===== src/rtl/rf_writeback_queue.sv =====
// rf_writeback_queue: write-side front end of the register file.
// Accepts load and ALU results (load has priority) into a small FIFO and
// issues at most one registered RF write per cycle. The core can look up
// queued or in-flight writes for two read addresses to forward their data.
module rf_writeback_queue #(
  parameter int DEPTH = 4,
  parameter int AW    = 5,
  parameter int DW    = 32
) (
  input  logic          clk,
  input  logic          rst_n,
  input  logic          ld_valid,
  input  logic [AW-1:0] ld_addr,
  input  logic [DW-1:0] ld_data,
  output logic          ld_ready,
  input  logic          alu_valid,
  input  logic [AW-1:0] alu_addr,
  input  logic [DW-1:0] alu_data,
  output logic          alu_ready,
  input  logic          wb_hold,
  output logic [AW-1:0] dst_addr,
  output logic [DW-1:0] dst_data,
  output logic          reg_write,
  input  logic [AW-1:0] src_addr,
  input  logic [AW-1:0] tar_addr,
  output logic          src_hit,
  output logic [DW-1:0] src_fwd,
  output logic          tar_hit,
  output logic [DW-1:0] tar_fwd,
  output logic          full
);

  localparam int PW = (DEPTH > 1) ? $clog2(DEPTH) : 1;
  localparam int CW = $clog2(DEPTH + 1);

  logic [PW-1:0] rd_ptr_q, rd_ptr_d;
  logic [PW-1:0] wr_ptr_q, wr_ptr_d;
  logic [CW-1:0] count_q, count_d;
  logic [AW-1:0] dst_addr_q, dst_addr_d;
  logic [DW-1:0] dst_data_q, dst_data_d;
  logic          reg_write_q, reg_write_d;

  logic [AW-1:0] mem_addr_q [DEPTH];
  logic [DW-1:0] mem_data_q [DEPTH];

  logic          push_fire;
  logic          enq;
  logic          pop;
  logic [AW-1:0] push_addr;
  logic [DW-1:0] push_data;

  // Storage slot and occupancy of each entry, ordered by age (0 = oldest)
  logic [PW-1:0] age_idx [DEPTH];
  logic          age_vld [DEPTH];

  generate
    for (genvar gi = 0; gi < DEPTH; gi++) begin : g_age
      assign age_idx[gi] = rd_ptr_q + PW'(gi);
      assign age_vld[gi] = (CW'(gi) < count_q);
    end
  endgenerate

  assign full      = (count_q == CW'(DEPTH));
  assign ld_ready  = !full;
  assign alu_ready = !full && !ld_valid;
  assign dst_addr  = dst_addr_q;
  assign dst_data  = dst_data_q;
  assign reg_write = reg_write_q;

  // Push selection and next-state for pointers, count and the output stage
  always_comb begin
    push_fire   = (ld_valid && ld_ready) || (alu_valid && alu_ready);
    push_addr   = ld_valid ? ld_addr : alu_addr;
    push_data   = ld_valid ? ld_data : alu_data;
    // Writes to register 0 complete the handshake but are dropped here
    enq         = push_fire && (push_addr != '0);
    pop         = (count_q != '0) && !wb_hold;
    rd_ptr_d    = rd_ptr_q;
    wr_ptr_d    = wr_ptr_q;
    count_d     = count_q;
    dst_addr_d  = dst_addr_q;
    dst_data_d  = dst_data_q;
    reg_write_d = 1'b0;
    if (enq) begin
      wr_ptr_d = wr_ptr_q + PW'(1);
    end
    if (pop) begin
      rd_ptr_d    = rd_ptr_q + PW'(1);
      dst_addr_d  = mem_addr_q[rd_ptr_q];
      dst_data_d  = mem_data_q[rd_ptr_q];
      reg_write_d = 1'b1;
    end
    case ({enq, pop})
      2'b10:   count_d = count_q + CW'(1);
      2'b01:   count_d = count_q - CW'(1);
      default: count_d = count_q;
    endcase
  end

  // Control and output-stage registers
  always_ff @(posedge clk or negedge rst_n) begin
    if (!rst_n) begin
      rd_ptr_q    <= '0;
      wr_ptr_q    <= '0;
      count_q     <= '0;
      dst_addr_q  <= '0;
      dst_data_q  <= '0;
      reg_write_q <= 1'b0;
    end else begin
      rd_ptr_q    <= rd_ptr_d;
      wr_ptr_q    <= wr_ptr_d;
      count_q     <= count_d;
      dst_addr_q  <= dst_addr_d;
      dst_data_q  <= dst_data_d;
      reg_write_q <= reg_write_d;
    end
  end

  // FIFO payload storage; occupancy is tracked by count, so no reset needed
  always_ff @(posedge clk) begin
    if (enq) begin
      mem_addr_q[wr_ptr_q] <= push_addr;
      mem_data_q[wr_ptr_q] <= push_data;
    end
  end

  // Forwarding lookup: output stage first, then FIFO oldest to youngest so
  // the youngest match overrides
  always_comb begin
    src_hit = 1'b0;
    src_fwd = '0;
    tar_hit = 1'b0;
    tar_fwd = '0;
    if (reg_write_q && (dst_addr_q == src_addr)) begin
      src_hit = 1'b1;
      src_fwd = dst_data_q;
    end
    if (reg_write_q && (dst_addr_q == tar_addr)) begin
      tar_hit = 1'b1;
      tar_fwd = dst_data_q;
    end
    for (int i = 0; i < DEPTH; i++) begin
      if (age_vld[i] && (mem_addr_q[age_idx[i]] == src_addr)) begin
        src_hit = 1'b1;
        src_fwd = mem_data_q[age_idx[i]];
      end
      if (age_vld[i] && (mem_addr_q[age_idx[i]] == tar_addr)) begin
        tar_hit = 1'b1;
        tar_fwd = mem_data_q[age_idx[i]];
      end
    end
    if (src_addr == '0) begin
      src_hit = 1'b0;
      src_fwd = '0;
    end
    if (tar_addr == '0) begin
      tar_hit = 1'b0;
      tar_fwd = '0;
    end
  end

endmodule


===== config.mk =====
export PLATFORM = sky130hd
export DESIGN_NAME = rf_writeback_queue
export DESIGN_NICKNAME = d
export VERILOG_FILES = /design/src/rtl/rf_writeback_queue.sv
export SDC_FILE = /design/constraint.sdc
export NUM_CORES = 1
export LEC_CHECK = 0
export BUFFER_PORTS_ARGS = -buffer_cell sky130_fd_sc_hd__buf_2
export CORE_ASPECT_RATIO = 0.6
export CORE_MARGIN = 3
export CORE_UTILIZATION = 35
export DETAILED_ROUTE_END_ITERATION = 7
export GPL_TIMING_DRIVEN = 1
export PLACE_DENSITY = 0.53
export REMOVE_ABC_BUFFERS = 1
export SETUP_SLACK_MARGIN = 0.02
export SYNTH_ARGS = -nofsm -noshare
export SYNTH_HDL_FRONTEND = slang
export SYNTH_SLANG_ARGS = --single-unit

===== constraint.sdc =====
create_clock -name clk -period 2.5 [get_ports clk]
set_input_delay 0.25 -clock clk [delete_from_list [all_inputs] [get_ports clk]]
set_output_delay 0.25 -clock clk [all_outputs]
set_load 0.05 [all_outputs]

---- After elaboration in Yosys (flattened, before gate mapping) ----
Memories as Yosys holds them, arrays and structs flattened.
Index checks and enable logic that the tools add are counted.
storage, ports and cells
  output and inout port bits .............. 107
  logic and storage cells ................. 85
  bits in writable memories ............... 148
  memories ................................ 2
  flip-flop bits (word level) ............. 45
  input bits .............................. 89
memory list
  name        depth  width  rd ports  clocked after memory_dff  write ports  line  source
  mem_data_q  4      32     4         0                         1            44    logic [DW-1:0] mem_data_q [DEPTH];
  mem_addr_q  4      5      4         0                         1            43    logic [AW-1:0] mem_addr_q [DEPTH];
cells by class
  reduce and logical (&&, ||, !) cells .... 24
  multiplexer cells ....................... 30
  add/subtract/negate cells ............... 6
  eq/ne operators ......................... 13
  $lt $le $gt $ge ......................... 4
operators by type and width
  cell                                               count
  two-way mux 32 bit                                 13
  == test 5 bit                                      10
  logical AND 1 bit                                  15
  two-way mux 1 bit                                  15
  logical NOT 5 bit                                  2
  < comparator 1 x 3 -> 1 bit, first input constant  2
  < comparator 2 x 3 -> 1 bit, first input constant  2
  one-hot mux 3 bit (2 select lines)                 1
  two-way mux 5 bit                                  1
  nonzero test 5 bit                                 1
  adder 2 x 1 -> 2 bit, second input constant        2
  adder 2 bit, second input constant                 2
  adder 3 x 1 -> 3 bit, second input constant        1
  == test 3 bit, second input constant               1
  logical NOT 1 bit                                  3
  nonzero test 3 bit                                 1
  subtractor 3 x 1 -> 3 bit, second input constant   1
  == test 2 x 1 -> 1 bit, second input constant      1
  == test 2 bit, second input constant               1
  nonzero test 2 bit                                 1
  logical OR 1 bit                                   1

---- Depth between registers and ports, before layout ----
  depth after elaboration ................. 8
  depth in mapped cells ................... 11
  gate-level depth less buffers ........... 10

---- Worst setup path before layout ----
OpenSTA, ideal clock, no wires.
  kind .................................... register -> output
  start point ............................. reg rd_ptr_q[0]
  end point ............................... out src_fwd[13]
  arrival time ............................ 3.318 ns
  stages on the path, launching flop included .. 10
  required time ........................... 2.250 ns
  setup slack ............................. -1.068 ns
  buffers on the path ..................... 3
  path through ............................ dfrtp_1 buf_6 buf_12 mux4_2 xnor2_1 and2_1 a21oi_2 clkbuf_1 a221oi_1 o31ai_1
between the ends
  cells in the longest elaborated chain, start to end .. 8
  elaborated cells between the ends (all ways) .. 18
  those cells by class .................... 3 x add/sub; 4 x eq/ne; 5 x mux; 4 x reduce/logical; 2 x memory
ends and longest elaborated chain
  item                                                             line  source
  from (decl)                                                      36    logic [PW-1:0] rd_ptr_q, rd_ptr_d;
  from (signal assigned)                                           110   rd_ptr_q <= rd_ptr_d;
  adder 2 x 1 -> 2 bit or memory read (4 x 5 bit) (tied branches)  --
  memory read (4 x 5 bit) or == test 5 bit (tied branches)         --
  == test 5 bit or logical AND 1 bit (tied branches)               143   if (age_vld[i] && (mem_addr_q[age_idx[i]] == src_addr)) begin
  logical AND 1 bit or two-way mux 32 bit (tied branches)          143
  two-way mux 32 bit (2 in a row)                                  143
  two-way mux 32 bit *                                             143
  two-way mux 32 bit *                                             152   if (src_addr == '0) begin
  to (decl)                                                        27    output logic [DW-1:0] src_fwd,
Mark *: on every way between the ends. The rest lies on a longest branch, timed or not.

---- Worst setup path in the final report ----
  start point ............................. reg rd_ptr_q[0]
  end point ............................... out src_fwd[26]
Same word-level chain as after synthesis.

==> run summary <==
Vias/cell - 6.114
Total CTS buffers - 17
# diodes - 0
Failing checks - negative setup slack
Total GRT Usage - 23.48%
Final ANT Viol Nets - 0
Startpoint Class - flop
Synth top area cells - edfxtp_1, mux4_2, dfrtp_1
Number of global-route vias before repair - 11640
WL/cell - 26.98 µm
Final worst-path cycle share - 141.0%
TritonRoute pass-1 iters - 6
Worst Setup End Kind - output pin
Post-Place Cells - 1831
Ys async rst share - 23.32%
Most frequent cells after synthesis - edfxtp_1, mux4_2, mux2_2
Non-Filler Instances - 1920
LEAKAGE - 0.007646 µW
Number of H-tree levels - 4
Register area share after synthesis - 39.85%
Hold Violations, Final - 0
Area growth syn-to-layout - 44.86%
Unique masters post-synth - 58
WHS Path Cells - 2
Post-layout util - 51.61%
Post-synthesis simple-gate area fraction - 6.695%
Syn Std Cell Area - 13980 µm²
Setup repair after global routing missed its margin - yes
Top FF cell, synth - edfxtp_1
Global-route wire length before repair - 74720 µm
Worst Reg2Reg Path Length in Cells - 6
Reg area - 5578 µm²
Post-synthesis mux area share - 30.09%
Adder-Cell Fraction of Synth Area - 0.8055%
Slew at the pin closest to its max-slew limit - 0.5862 ns
Width of the die - 264.0 µm
Max Fclk - 283.7 MHz
Post-synth EDFFs - 148
Setup ws final - -1.025 ns
Largest net degree at the start of global routing - 42
Fillers - 3282
Post-Synth XOR/XNOR Area - 3.875%
Most common cell in the synthesized netlist - edfxtp_1
Hold Crit Start - ld_data[23]
Dpl hpwl - 34590 µm
Port Buffers - 195
Clock Latency Late Sink - 0.46 ns
Hold Crit Endpoint - mem_data_q[1][23]$_DFFE_PP_
Min cycle time layout - 3.525 ns
Overall power - 29730 µW
Clock Pin Slew Worst Setup and Hold Paths - 0.08 ns
Core area - 39240 µm²
Post-synthesis compound-gate area fraction - 14.15%
WP data required - 2.25 ns
VDD IR max - 0.0007087 V
Max Cap Violations - 0
Antenna violations before repair - 0
GP Congestion - 0.8523
Routed via count - 11740
Worst slew margin - 60.92%
R2R Path Start - rd_ptr_q[1]$_DFFE_PN0P_
Critical Path Fanout Max - 10
Setup TNS Final - -61.52 ns
Yosys top cell by area - edfxtp_1
Largest family of logic cells by synthesized area - multiplexers
Hold Crit Class - in2reg
Worst hold margin - 0.1450 ns
Clock skew - 0.01044 ns
Yosys warning count - 0
Grt ovf - 0
Worst EP arrival - 3.27 ns
Clock Tree Root - clkbuf_16
Nets - 1483
TritonCTS clock tree - built
Post-Route WL - 51810 µm
Initial Util - 35.63%
Multi-input logic area - 8922 µm²
Avg Cell Area, Syn - 13.87 µm²
I/O pins - 196
Count of pins over their slew limit - 0
Row count - 56
Die ar. - 42450 µm²
R2r setup slk - 0.22 ns
Clk buf depth - 2
PD cells - 1468 nW/µm²
Final-report setup violation count - 66
Gate Count Post-Synth - 1008
Residual DRC - 0
Die H - 160.8 µm
Outcome - complete, but fails checks
Iteration-0 DRC Markers - 1225
Num Clock Sinks - 193
Share of cells above drive strength 1 - 64.88%
Post-synth top area share - 31.79%
WS Path Type - reg2out
RR Endpoint - dst_data[14]$_DFFE_PN0P_
#FFs+latches synth - 193
sequential cells by signal (all words and copies together), names as in the netlist:
signal and flops:
wr_ptr_q 2, dst_data 32, mem_addr_q 20, reg_write 1, rd_ptr_q 2, mem_data_q 128
dst_addr 5, count_q 3
per-stage QoR:
step	worst slack [ns]	instance area, µm²
global route	-1.133	20250
finish	-1.025	20250
floorplan	-6.191	13380
global placement	-0.8513	17240
detailed placement	-0.8441	17240
CTS	-1.044	19300
routing by layer:
layer	share of wire [%]	GRT usage [%]	wire length, µm	vias up
li1	-	-	-	5019
met1	45	34.94	23430	6064
met2	45	35.28	23290	613
met3	8.5	5.022	4421	43
met4	1.3	5.177	674	0
met5	0	0	0	-
cells by family (layout without fill, tap and decap cells):
kind of cell,after synthesis,count (layout)
adder cells (fa/ha/maj),9,9
multiplexers,232,232
AND/OR/NAND/NOR,175,175
buffers and inverters,122,512
XOR/XNOR,61,61
AO/OA/AOI/OAI,216,216
flip-flops,193,193
layout make-up:
type,instances,share of cell area [%]
clock buffer,21,2.490
multi-input combinational,693,44.06
tap,522,3.225
sequential,193,27.54
clock inverter,11,0.6673
timing repair buffer,470,21.83
inverter,10,0.1854
layout by cell type, fill, tap and decap left out, types with 32 or more instances in the layout:
cell / count
buf_4: 176
edfxtp_1: 148
mux4_2: 143
buf_2: 129
buf_6: 93
mux2_2: 73
nor2_1: 48
buf_12: 45
dfrtp_1: 43
o31ai_2: 36
a32oi_1: 33
and3_1: 32
what timing repair did:
item,4_1_cts,5_1_grt
setup buffers,26,23
hold endpoints to repair,15,0
endpoints found under the setup margin,66,81
gates resized for setup,248,112
hold buffers,1,0
pin swaps,25,40
cloned,3,6
worst max-delay path, stage by stage (launching register included):
cell,delay (ns)
dfrtp_4,0.46
buf_12,0.15
mux4_2,0.53
xor2_2,0.18
nor3_4,0.26
buf_6,0.14
o21ai_4,0.10
buf_4,0.21
or3_1,0.36
a31o_1,0.25
buf_6,0.16
how the worst max path moves through the flow:
stage                             from          end  slack [ns]
3_5_place_dp   rd_ptr_q[0]$_DFFE_PN0P_  src_fwd[27]       -0.84
3_3_place_gp   rd_ptr_q[0]$_DFFE_PN0P_  src_fwd[27]       -0.85
6_report       rd_ptr_q[0]$_DFFE_PN0P_  src_fwd[26]       -1.02
4_1_cts        rd_ptr_q[1]$_DFFE_PN0P_  tar_fwd[27]       -1.04
5_1_grt        rd_ptr_q[1]$_DFFE_PN0P_  tar_fwd[27]       -1.13
2_1_floorplan  rd_ptr_q[1]$_DFFE_PN0P_  tar_fwd[30]       -6.19
power by group:
part	internal (µW)	leakage (µW)	switching, µW
sequential	4680	0.00189	1080
combinational	9410	0.00545	11500
clock	1680	0.000309	1360
(Power assumes the default switching activity.)
